**config.mk**
```make
export PLATFORM = sky130hd
export DESIGN_NAME = ex_muldiv
export DESIGN_NICKNAME = d
export VERILOG_FILES = /design/src/rtl/ex_muldiv.sv
export SDC_FILE = /design/constraint.sdc
export NUM_CORES = 1
export LEC_CHECK = 0
export CORE_MARGIN = 1.5
export CORE_UTILIZATION = 40
export DETAILED_ROUTE_END_ITERATION = 8
export GPL_TIMING_DRIVEN = 0
export PLACE_DENSITY = 0.64
export SLEW_MARGIN = 20
export SYNTH_ARGS = -nofsm -noshare
export SYNTH_HDL_FRONTEND = slang
export SYNTH_SLANG_ARGS = --single-unit
```
**constraint.sdc**
```tcl
create_clock -name clk -period 4.8 [get_ports clk]
set_input_delay 0.96 -clock clk [delete_from_list [all_inputs] [get_ports clk]]
set_output_delay 0.96 -clock clk [all_outputs]
set_load 0.005 [all_outputs]
```
**src/rtl/ex_muldiv.sv**
```systemverilog
// ex_muldiv: multi-cycle RV32M multiply/divide unit for the execute stage.
// Define EX_MULDIV_FAST_MUL_EN to compute multiplies in a single cycle at accept.
module ex_muldiv #(
    parameter int DWIDTH    = 32,
    parameter int CNT_WIDTH = $clog2(DWIDTH) + 1
) (
    input  logic              clk,
    input  logic              rst,
    input  logic              in_valid,
    output logic              in_ready,
    input  logic [2:0]        func,
    input  logic [DWIDTH-1:0] data_rs1,
    input  logic [DWIDTH-1:0] data_rs2,
    input  logic              flush,
    output logic              out_valid,
    input  logic              out_ready,
    output logic [DWIDTH-1:0] result,
    output logic              stall
);
    localparam int W = DWIDTH;
    localparam logic [W-1:0] MOST_NEG = {1'b1, {(W-1){1'b0}}};

    typedef enum logic [1:0] {S_IDLE, S_BUSY, S_DONE} state_t;

    state_t               state_q;
    logic [2:0]           func_q;
    logic [W-1:0]         a_q, b_q, result_q;
    logic [2*W-1:0]       acc_q;
    logic                 neg_q;
    logic [CNT_WIDTH-1:0] cnt_q;

    // Operand decode: magnitudes and result sign for the request on the inputs.
    logic         is_div, is_rem, is_sdiv, a_signed, b_signed, a_neg, b_neg, res_neg;
    logic         div_zero, div_ovf;
    logic [W-1:0] a_mag, b_mag, special_res;

    assign is_div   = func[2];
    assign is_rem   = func[2] & func[1];
    assign is_sdiv  = func[2] & ~func[0];
    assign a_signed = (func == 3'b001) | (func == 3'b010) | is_sdiv;
    assign b_signed = (func == 3'b001) | is_sdiv;
    assign a_neg    = a_signed & data_rs1[W-1];
    assign b_neg    = b_signed & data_rs2[W-1];
    assign a_mag    = a_neg ? -data_rs1 : data_rs1;
    assign b_mag    = b_neg ? -data_rs2 : data_rs2;
    assign res_neg  = is_rem ? a_neg : (a_neg ^ b_neg);

    assign div_zero    = is_div & (data_rs2 == '0);
    assign div_ovf     = is_sdiv & (data_rs1 == MOST_NEG) & (data_rs2 == '1);
    assign special_res = div_zero ? (is_rem ? data_rs1 : '1)
                                  : (is_rem ? '0 : MOST_NEG);

`ifdef EX_MULDIV_FAST_MUL_EN
    logic [2*W-1:0] fast_raw, fast_prod;
    logic [W-1:0]   fast_res;
    assign fast_raw  = {{W{1'b0}}, a_mag} * {{W{1'b0}}, b_mag};
    assign fast_prod = res_neg ? -fast_raw : fast_raw;
    assign fast_res  = (func[1:0] == 2'b00) ? fast_prod[W-1:0] : fast_prod[2*W-1:W];
`endif

    // One iteration: shift-add multiply (acc = {partial, multiplier}) or
    // restoring divide (acc = {remainder, dividend/quotient}).
    logic [W:0]     mul_sum, div_sh, div_diff;
    logic           div_ge;
    logic [2*W-1:0] mul_next, div_next, step_next, mul_prod;
    logic [W-1:0]   mul_res, div_val, div_res, final_res;

    assign mul_sum   = {1'b0, acc_q[2*W-1:W]} + {1'b0, (acc_q[0] ? a_q : {W{1'b0}})};
    assign mul_next  = {mul_sum, acc_q[W-1:1]};
    assign div_sh    = acc_q[2*W-1:W-1];
    assign div_diff  = div_sh - {1'b0, b_q};
    assign div_ge    = ~div_diff[W];
    assign div_next  = {(div_ge ? div_diff[W-1:0] : div_sh[W-1:0]), acc_q[W-2:0], div_ge};
    assign step_next = func_q[2] ? div_next : mul_next;

    assign mul_prod  = neg_q ? -mul_next : mul_next;
    assign mul_res   = (func_q[1:0] == 2'b00) ? mul_prod[W-1:0] : mul_prod[2*W-1:W];
    assign div_val   = func_q[1] ? div_next[2*W-1:W] : div_next[W-1:0];
    assign div_res   = neg_q ? -div_val : div_val;
    assign final_res = func_q[2] ? div_res : mul_res;

    // NOTE: all state below uses non-blocking assignments so every register
    // samples the pre-edge values regardless of statement order.
    always_ff @(posedge clk) begin
        if (rst) begin
            state_q  <= S_IDLE;
            func_q   <= '0;
            a_q      <= '0;
            b_q      <= '0;
            acc_q    <= '0;
            neg_q    <= 1'b0;
            cnt_q    <= '0;
            result_q <= '0;
        end else begin
            case (state_q)
                S_IDLE: begin
                    // Flush wins over a simultaneous request.
                    if (in_valid && !flush) begin
                        func_q <= func;
                        a_q    <= a_mag;
                        b_q    <= b_mag;
                        neg_q  <= res_neg;
                        cnt_q  <= '0;
                        if (div_zero || div_ovf) begin
                            result_q <= special_res;
                            state_q  <= S_DONE;
                        end
`ifdef EX_MULDIV_FAST_MUL_EN
                        else if (!func[2]) begin
                            result_q <= fast_res;
                            state_q  <= S_DONE;
                        end
`endif
                        else begin
                            acc_q   <= {{W{1'b0}}, (func[2] ? a_mag : b_mag)};
                            state_q <= S_BUSY;
                        end
                    end
                end
                S_BUSY: begin
                    if (flush) begin
                        state_q <= S_IDLE;
                    end else begin
                        acc_q <= step_next;
                        cnt_q <= cnt_q + CNT_WIDTH'(1);
                        if (cnt_q == CNT_WIDTH'(W - 1)) begin
                            result_q <= final_res;
                            state_q  <= S_DONE;
                        end
                    end
                end
                S_DONE: begin
                    if (flush || out_ready) state_q <= S_IDLE;
                end
                default: state_q <= S_IDLE;
            endcase
        end
    end

    assign in_ready  = (state_q == S_IDLE);
    assign out_valid = (state_q == S_DONE);
    assign result    = result_q;
    assign stall     = (state_q == S_BUSY) | ((state_q == S_DONE) & ~out_ready)
                     | (in_valid & in_ready);

endmodule
```
Yosys cells after proc, flatten, opt, wreduce, memory -nomap -nowiden

Cells that the tools add are included.
Widths: inputs -> output; s select.

Bits in registers: 172
Output and inout port bits: 35
Bits of input ports: 72
Logic and storage cells: 93

Reductions and logical operators: 13
Add/sub/neg operators: 7
Eq/ne operators: 14
Mux-type cells: 33
Bitwise gates (word level): 18

Operator list:

| operator             | number |
|---|---|
| $mux 32              | 16 |
| $mux 64              | 5 |
| $pmux 64 s2          | 1 |
| $neg 32->32          | 3 |
| $eq 32x32->1 const B | 2 |
| $neg 64->64          | 1 |
| $pmux 32 s2          | 1 |
| $add 32x32->33       | 1 |
| $sub 33x32->33       | 1 |
| $logic_not 32->1     | 1 |
| $mux 6               | 2 |
| $pmux 6 s2           | 1 |
| $mux 2               | 5 |
| $and 1x1->1          | 9 |
| $add 6x1->6 const B  | 1 |
| $eq 6x5->1 const B   | 1 |
| $ne 2x1->1 const B   | 3 |
| $ne 2x2->1 const B   | 3 |
| $pmux 2 s3           | 1 |
| $reduce_and 3->1     | 2 |
| $or 1x1->1           | 5 |
| $reduce_and 5->1     | 1 |
| $logic_not 2->1      | 2 |
| $reduce_and 4->1     | 1 |
| other kinds (13)     | 16 |

Logic depth before layout (Yosys ltp)

Gate-level depths: netlist of run 1.

Depth in word-level cells: 9
Mapped depth: 24
Mapped depth without buffers: 21

Worst setup path after synthesis of run 1

No wires, ideal clock.

Path type: reg2reg
Start point: reg acc_q[31]
End point: reg result_q[28], in the netlist result[28]
Arrival: 4.829 ns
Data required time: 4.730 ns
Stages on the path, launching flop included: 25
Clock period less this slack: 4.899 ns
Setup slack: -0.099 ns
Setup time: 0.070 ns
Buffers on the path: 3
Cell sequence: dfxtp_1 clkbuf_1 inv_1 ha_1 inv_1 fa_1 a211oi_2 o31ai_4 o211ai_2 a21o_4 a21oi_4 buf_6 clkbuf_1 o211ai_1 nand2_1 inv_1 ha_1 inv_1 or4_1 o211ai_1 and3_1 nand4_2 o311a_1 o31a_1 o2bb2ai_1

Longest elaborated chain between the ends: 9
Elaborated cells between the ends (all ways): 13

RTL lines:

| element                                     | RTL line | source |
|---|---|---|
| start, declared                             | 28       | `logic [2*W-1:0] acc_q;` |
| start signal, assigned                      | 115      | `acc_q <= {{W{1'b0}}, (func[2] ? a_mag : b_mag)};` |
| start signal, assigned                      | 124      | `acc_q <= step_next;` |
| $sub 33x32->33                              | 71       | `assign div_diff = div_sh - {1'b0, b_q};` |
| $mux 32 / $not 1->1 (equally long branches) | 73, 72   |  |
| $mux 32                                     | 78       | `assign div_val = func_q[1] ? div_next[2*W-1:W] : div_next[W-1:0];` |
| $neg 32->32                                 | 79       | `assign div_res = neg_q ? -div_val : div_val;` |
| $mux 32                                     | 79       |  |
| $mux 32 (*)                                 | 80       | `assign final_res = func_q[2] ? div_res : mul_res;` |
| $mux 32 (*)                                 | 126      | `if (cnt_q == CNT_WIDTH'(W - 1)) begin` |
| $mux 32 (*)                                 | 121      | `if (flush) begin` |
| $pmux 32 s2 (*)                             | 95       | `case (state_q)` |
| end signal, assigned                        | 105      | `result_q <= special_res;` |
| end signal, assigned                        | 127      | `result_q <= final_res;` |
| end, declared                               | 27       | `logic [W-1:0] a_q, b_q, result_q;` |

Mark *: on every way between the ends. The rest lies on a longest branch, timed or not. The select of a mux whose other input is x is not followed.
A chain may end at the register's enable or synchronous reset.

Worst setup path after layout of run 1

Start point: reg acc_q[52]
End point: reg result_q[26], in the netlist result[26]

Same word-level chain as after synthesis.

==> results of run 1 <==
## area by class of cell
class	instances	share of cell area, %
Antenna cell	1	0.0116
Timing Repair Buffer	169	7.12
Multi-Input combinational cell	2099	65.4
Clock buffer	18	1.99
Inverter	78	1.37
Clock inverter	14	0.784
Sequential cell	172	16.1
Buffer	180	3.78
Tap cell	592	3.44
## critical path, stage by stage, from the launching register on
cell and delay [ns]:
dfxtp_1 0.53, ha_1 0.38, a21oi_1 0.29, o21ai_4 0.11, a211oi_2 0.29, o21a_2 0.25, a21oi_4 0.08, buf_6 0.13
clkbuf_16 0.14, o211ai_1 0.25, nand2_2 0.11, inv_2 0.08, ha_4 0.15, inv_2 0.04, or4_4 0.41, o211ai_1 0.17
buf_4 0.16, and4_1 0.19, nand4_1 0.12, buf_6 0.17, or4_1 0.50, and4_1 0.21, nor3_2 0.09
## sequential cells by signal (all words and copies together) (netlist names)
register,cells
a_q,32
neg_q,1
cnt_q,6
state_q,2
result,32
acc_q,64
func_q,3
b_q,32
## metal layers
metal / wire length, um / vias up / part of all wire, %
li1: - / 9780 / -
met1: 42600 / 10900 / 39
met2: 45300 / 1597 / 42
met3: 12300 / 357 / 11
met4: 8260 / 0 / 7.6
met5: 0 / - / 0
## placed cells by master (no fill, tap or decap), drive strengths merged, types with 17 or more instances in the layout
cell,count
or3,24
and3,27
a211oi,59
clkdlybuf4s50,102
nor3,77
nand4,45
dfxtp,172
or4,17
a22oi,30
xor2,64
a21o,31
a21oi,202
nand3,66
nor2,267
xnor2,82
a31oi,43
ha,70
o31ai,34
clkbuf,162
o211ai,61
inv,83
and2,49
o22ai,36
o21a,18
mux2i,85
nor4,34
nand2,255
buf,101
o21ai,189
## repair_timing
| item | in CTS | in global routing |
|---|---|---|
| setup endpoints to repair | 75 | 60 |
| pin swaps | 26 | 26 |
| buffers inserted | 35 | 28 |
| resized for setup | 89 | 100 |
## logic make-up after synthesis
| kind of cell | synth area share, % |
|---|---|
| mux | 5.51 |
| flops | 19.2 |
| xor+xnor | 7.15 |
| fa+ha+maj | 5.12 |
| compound gates | 31.7 |
| simple gates | 25.3 |
| buf+inv | 6.01 |
## metrics by stage
stage	setup TNS (ns)	power, mW
floorplan	0	4.00
global placement	-63.30	5.52
detailed placement	-69.04	5.55
CTS	-0.247	7.20
global route	-0.917	7.72
finish	-0.761	7.58
## power groups by stage
| stage | Combinational [mW] | Sequential (mW) | Clock, mW |
|---|---|---|---|
| 2_1_floorplan | 2.35 | 1.65 | 0 |
| 3_3_place_gp | 3.83 | 1.70 | 0 |
| 3_5_place_dp | 3.85 | 1.70 | 0 |
| 4_1_cts | 4.07 | 1.67 | 1.47 |
| 5_1_grt | 4.52 | 1.69 | 1.51 |
| 6_report | 4.42 | 1.68 | 1.48 |
## worst paths after layout
| check | from | to | slack (ns) | depth (start not counted) |
|---|---|---|---|---|
| max reg2reg | acc_q[52] | result[26] | -0.14 | 22 |
| min | a_q[0] | a_q[0] | 0.45 | 2 |
| max | acc_q[52] | result[26] | -0.14 | 22 |
| min reg2reg | a_q[0] | a_q[0] | 0.45 | 2 |
==> run metrics, run 1 <==
outcome finished with violations; failing checks negative setup slack; syn_nets approximately 2700; footprint of the multi-input gates between 0.01 and 0.015 sq mm; final instance area ~0.022 sq mm; Placed Cells 3241; Worst setup SP type flip-flop; CTS max path bufs 2; placed cell area between 0.015 and 0.02 sq mm; Remaining Overflow, GRT 0; vias in the first global route 20700; initial antenna violation count 1; Hold Crit Class flip-flop to flip-flop; Synth top cells by count nor2_1, nand2_1, a21oi_1; mean number of vias per cell about 6.8; CP Data Required Time 5.21 ns; Post-Route Utilization between 40% and 50%; Static Leak between 7 and 8 nW; Setup WS pre-CTS -1.20 ns; Final WS setup -0.142 ns; first-pass GRT wire length between 100000 and 150000 um; Crit Path Class flip-flop to flip-flop; share of cells above drive strength 1 around an eighth; Residual DRC 0; Flop pwr share ~22%; met3 Usage GRT about 11%; Final Max Slew Viols 0; Synth Register Bits 172; num ports 107; largest net degree at the start of global routing 20; Switch Pwr slightly below 4 mW; maxcap violations 0; Worst-Margin Slew between 1 and 1.5 ns; DR WL/cell approximately 33 um; Syn Area/Cell slightly above 7 sq um; Synth-to-Final Area Change 20.4%; DIE WIDTH roughly 210 um; switching share of power 52.2%; Crit Path Max Fanout 7; grt peak-use layer met2; area fraction of the dominant cell type after synthesis slightly below 20%; maximum clock frequency around 200 MHz; Yosys cell types 90; period utilization 103%; Final Hold Fails 0; Core ar. 0.0442 sq mm; final hold slack around 0.45 ns; hold buffer count at cts 0; worst-case clock skew 0.0167 ns; Tot GR Track Use between 40% and 50%; Mapped Area 0.0179 sq mm; Syn Inst Count roughly 2500; number of DRC markers in iteration 0 about 3300; met1 Resource Use GR 58.4%; async set-reset flop share out of synthesis 0%; fraction of power consumed by combinational cells approximately three fifths; largest area contributor in the netlist dfxtp_1; clk_lat worst skew just under 0.5 ns; Num CTS Buffers 17; cell area power density between 300 and 400 mW/mm^2; Tmin final 4.94 ns; die height 215 um; Slew HR ~24%; die area between 0.04 and 0.05 sq mm; Layout Cells excl Fill 3323; Crit. End Element flip-flop; IO buf count 104; fillcell total around 4600; Final ANT Viol Nets 0; Worst VDD drop 321 uV; CP Data Arrival Time about 5.4 ns; Post-synth EDFFs 0; root buf cell clkbuf_16; clock slew at reported path FFs about 0.080 ns; Synthesis Warnings 0; clock sinks 172; CTS tree built; DP Wirelength between 80000 and 90000 um; H-Tree Depth 4; M2 GR Usage 67.9%; register area 0.00347 sq mm; synth top area cells dfxtp_1, nor2_1, a21oi_1; GP Congestion between 1 and 1.5; drt total wl approximately 110000 um; Final nets roughly 2900; via total after detailed routing approximately 23000; RSZ-0062 raised after global routing yes; final setup fails 10; Seq/Total Area, Yosys roughly a fifth; ys flop type dfxtp_1; First-pass DRT Iterations 9; # rows just under 80; Clock Power Share roughly a fifth; Int Pwr ~3.6 mW; most numerous cell in the Yosys netlist nor2_1; Initial Utilization between 40% and 50%
No activity file was read; power rests on OpenSTA's default activity.
==> inputs of run 2 (changes only) <==
--- a/config.mk
+++ b/config.mk
@@ -7,6 +7,8 @@
 export LEC_CHECK = 0
 export CORE_MARGIN = 1.5
 export CORE_UTILIZATION = 40
+export CTS_CLUSTER_DIAMETER = 60
+export CTS_CLUSTER_SIZE = 25
 export DETAILED_ROUTE_END_ITERATION = 8
 export GPL_TIMING_DRIVEN = 0
 export PLACE_DENSITY = 0.64
==> results of run 2 <==
The final DEF is identical to that of run 1; final timing and power are the same.
==> patch: new RTL, settings of run 1 <==
Re-encode `state_t` (3 states) as one-hot, 3 bits wide.
--- a/src/rtl/ex_muldiv.sv
+++ b/src/rtl/ex_muldiv.sv
@@ -20,7 +20,7 @@
     localparam int W = DWIDTH;
     localparam logic [W-1:0] MOST_NEG = {1'b1, {(W-1){1'b0}}};
 
-    typedef enum logic [1:0] {S_IDLE, S_BUSY, S_DONE} state_t;
+    typedef enum logic [2:0] {S_IDLE = 3'b001, S_BUSY = 3'b010, S_DONE = 3'b100} state_t;
 
     state_t               state_q;
     logic [2:0]           func_q;
Check against the original RTL: no difference found for any inputs over 4 cycles, from zero or initial values and one cycle with rst high; so few cycles prove little.
==> patch against run 1 <==
  * Sequential cell count rose by 1
  * Sequential share of layout area up 0.48 points
  * Final area shrank 2.4%
  * Synthesized cell count decreased by 2.6%
  * Non-clock buffer count is 40 lower
  * Wire length decreased by 6.8%
  * Worst setup slack gained 0.22 ns
  * Maximum frequency increased by 4.7%
  * Area after synthesis fell by 1.5%
  * Power shrank 18%
  * Via count down 4.1%
==> patch: results (changes against run 1) <==
metric,value,unit,change
status,finished clean,,
drive_gt1_frac,0.102,,-0.0182
place_ws,-1.50,ns,-0.294 ns
critPathArrivalTime,5.10,ns,-0.25 ns
synth_area_leaders,"dfxtp_1 20%, nor2_1 6.3%, nand2_1 5.4%",,
placed_area,19400,um^2,-1.6%
hold_class,register to register,,
reg2reg_slack,0.08,ns,+0.22 ns
routabilityCongestion,1.12,,+6.6%
synth_common_cells,"294 x nor2_1, 255 x nand2_1, 191 x o21ai_0",,
highest_layer,met5,,
relSlewSlack,0.176,,-0.0656
max_stage_delay,0.63,ns,+0.10 ns
synth-async-reset-ratio,0,,unchanged
syn_nets,2621,,-2.5%
regToRegEndpoint,result[30]$_SDFFE_PP0P_,,
reg2reg_from,acc_q[31]$_SDFFE_PP0P_,,
synth.distinct_cells,113,,+26%
drt-met1-wl,39300,um,-7.6%
synth_mux_area_frac,0.0521,,-0.00301
synthAdderAreaFrac,0.0519,,+0.000763
initialDrtViolationCount,3121,,-6.4%
worst_r2r_path_depth,17,,-23%
fillers,4427,,-3.4%
synth_xor_area_frac,0.0715,,+0.0000715
fin_skew,0.0114,ns,-0.00533 ns
grt_pass1_wl,141000,um,-6.0%
path_max_fanout,6,,-1
routed_via_density,6.73,,-1.2%
holdCritStartpoint,a_q[17]$_SDFFE_PP0P_,,
dp_hpwl,81500,um,-5.3%
diodes,0,,-1
dr_wl_met3,11300,um,-8.0%
hold_path_end,a_q[17]$_SDFFE_PP0P_,,
ir_drop,368,uV,+15%
grt_start_max_net_pins,22,,+10%
grt_pass1_vias,19900,,-3.9%
drt_first_pass_iters,8,,-1
nets,2770,,-3.2%
hold_depth,2,,unchanged
path_delay_family,compound AO/OA/AOI/OAI gates,,
grt_antenna_before_repair,1,,unchanged
synth_warnings,0,,unchanged
wl_met2,41400,um,-8.7%
wl_per_cell,31.4,um,-3.9%
ys_seq_area_frac,0.196,,+0.00400
synth_compound_area_frac,0.314,,-0.00329
cp_slowest_cell,a31oi_1,,
p_leak,7.36,nW,-6.2%
track_usage,0.440,,-0.0136
patch: per-stage QoR:
step / cells / hold WS, ns / util
after floorplan: 2477 / 0.417 / -
after global placement: 3166 / 0.428 / 0.449
after detailed placement: 3166 / 0.437 / 0.449
after CTS: 3217 / 0.455 / 0.474
after global routing: 3224 / 0.489 / 0.486
final: 3224 / 0.452 / 0.486
patch: cells by family after synthesis:
kind of cell	after synthesis
adder cells (fa/ha/maj)	72
AND/OR/NAND/NOR	935
flip-flops	173
XOR/XNOR	144
buffers and inverters	242
multiplexers	90
AO/OA/AOI/OAI	821
patch: timing repair:
action / in CTS / in global routing
gates resized for setup: 64 / 97
buffers inserted: 22 / 10
cloned: 0 / 0
pin swaps: 16 / 25
hold buffers: 0 / 0
setup endpoints to repair: 45 / 90
patch: layer usage:
layer,global-route usage,vias up
met5,0,-
met4,0.326,2
met3,0.123,387
met2,0.643,1422
met1,0.550,10400
li1,-,9487
patch: layout make-up:
cell class	count	area, um^2	share of cell area
Multi-Input combinational cell	2062	13900	0.660
Sequential cell	173	3480	0.166
Timing Repair Buffer	136	1300	0.0617
Buffer	173	768	0.0366
Tap cell	585	732	0.0348
Clock buffer	17	425	0.0202
Inverter	63	236	0.0113
Clock inverter	15	200	0.00953
patch: power breakdown:
part	switching [W]	internal [W]
Sequential	0.000102	0.00154
Combinational	0.00208	0.00100
Clock	0.000780	0.000721
patch: worst max-delay path by stage:
| stage | slack, ns | startpoint | cells past startpoint | endpoint |
|---|---|---|---|---|
| floorplan | 0.03 | acc_q[31]$_SDFFE_PP0P_ | 26 | result[28]$_SDFFE_PP0P_ |
| global placement | -1.46 | acc_q[31]$_SDFFE_PP0P_ | 22 | result[22]$_SDFFE_PP0P_ |
| detailed placement | -1.50 | acc_q[31]$_SDFFE_PP0P_ | 23 | result[16]$_SDFFE_PP0P_ |
| CTS | 0.0007 | acc_q[31]$_SDFFE_PP0P_ | 22 | result[22]$_SDFFE_PP0P_ |
| global route | -0.02 | acc_q[0]$_SDFFE_PP0P_ | 17 | result[27]$_SDFFE_PP0P_ |
| finish | 0.08 | acc_q[31]$_SDFFE_PP0P_ | 17 | result[30]$_SDFFE_PP0P_ |
patch: worst min-delay path, delay by kind of cell, from the launching register on:
| kind | cells | cell delay, ns |
|---|---|---|
| AO/OA/AOI/OAI | 1 | 0.05 |
| flip-flops | 1 | 0.33 |
| AND/OR/NAND/NOR | 1 | 0.04 |
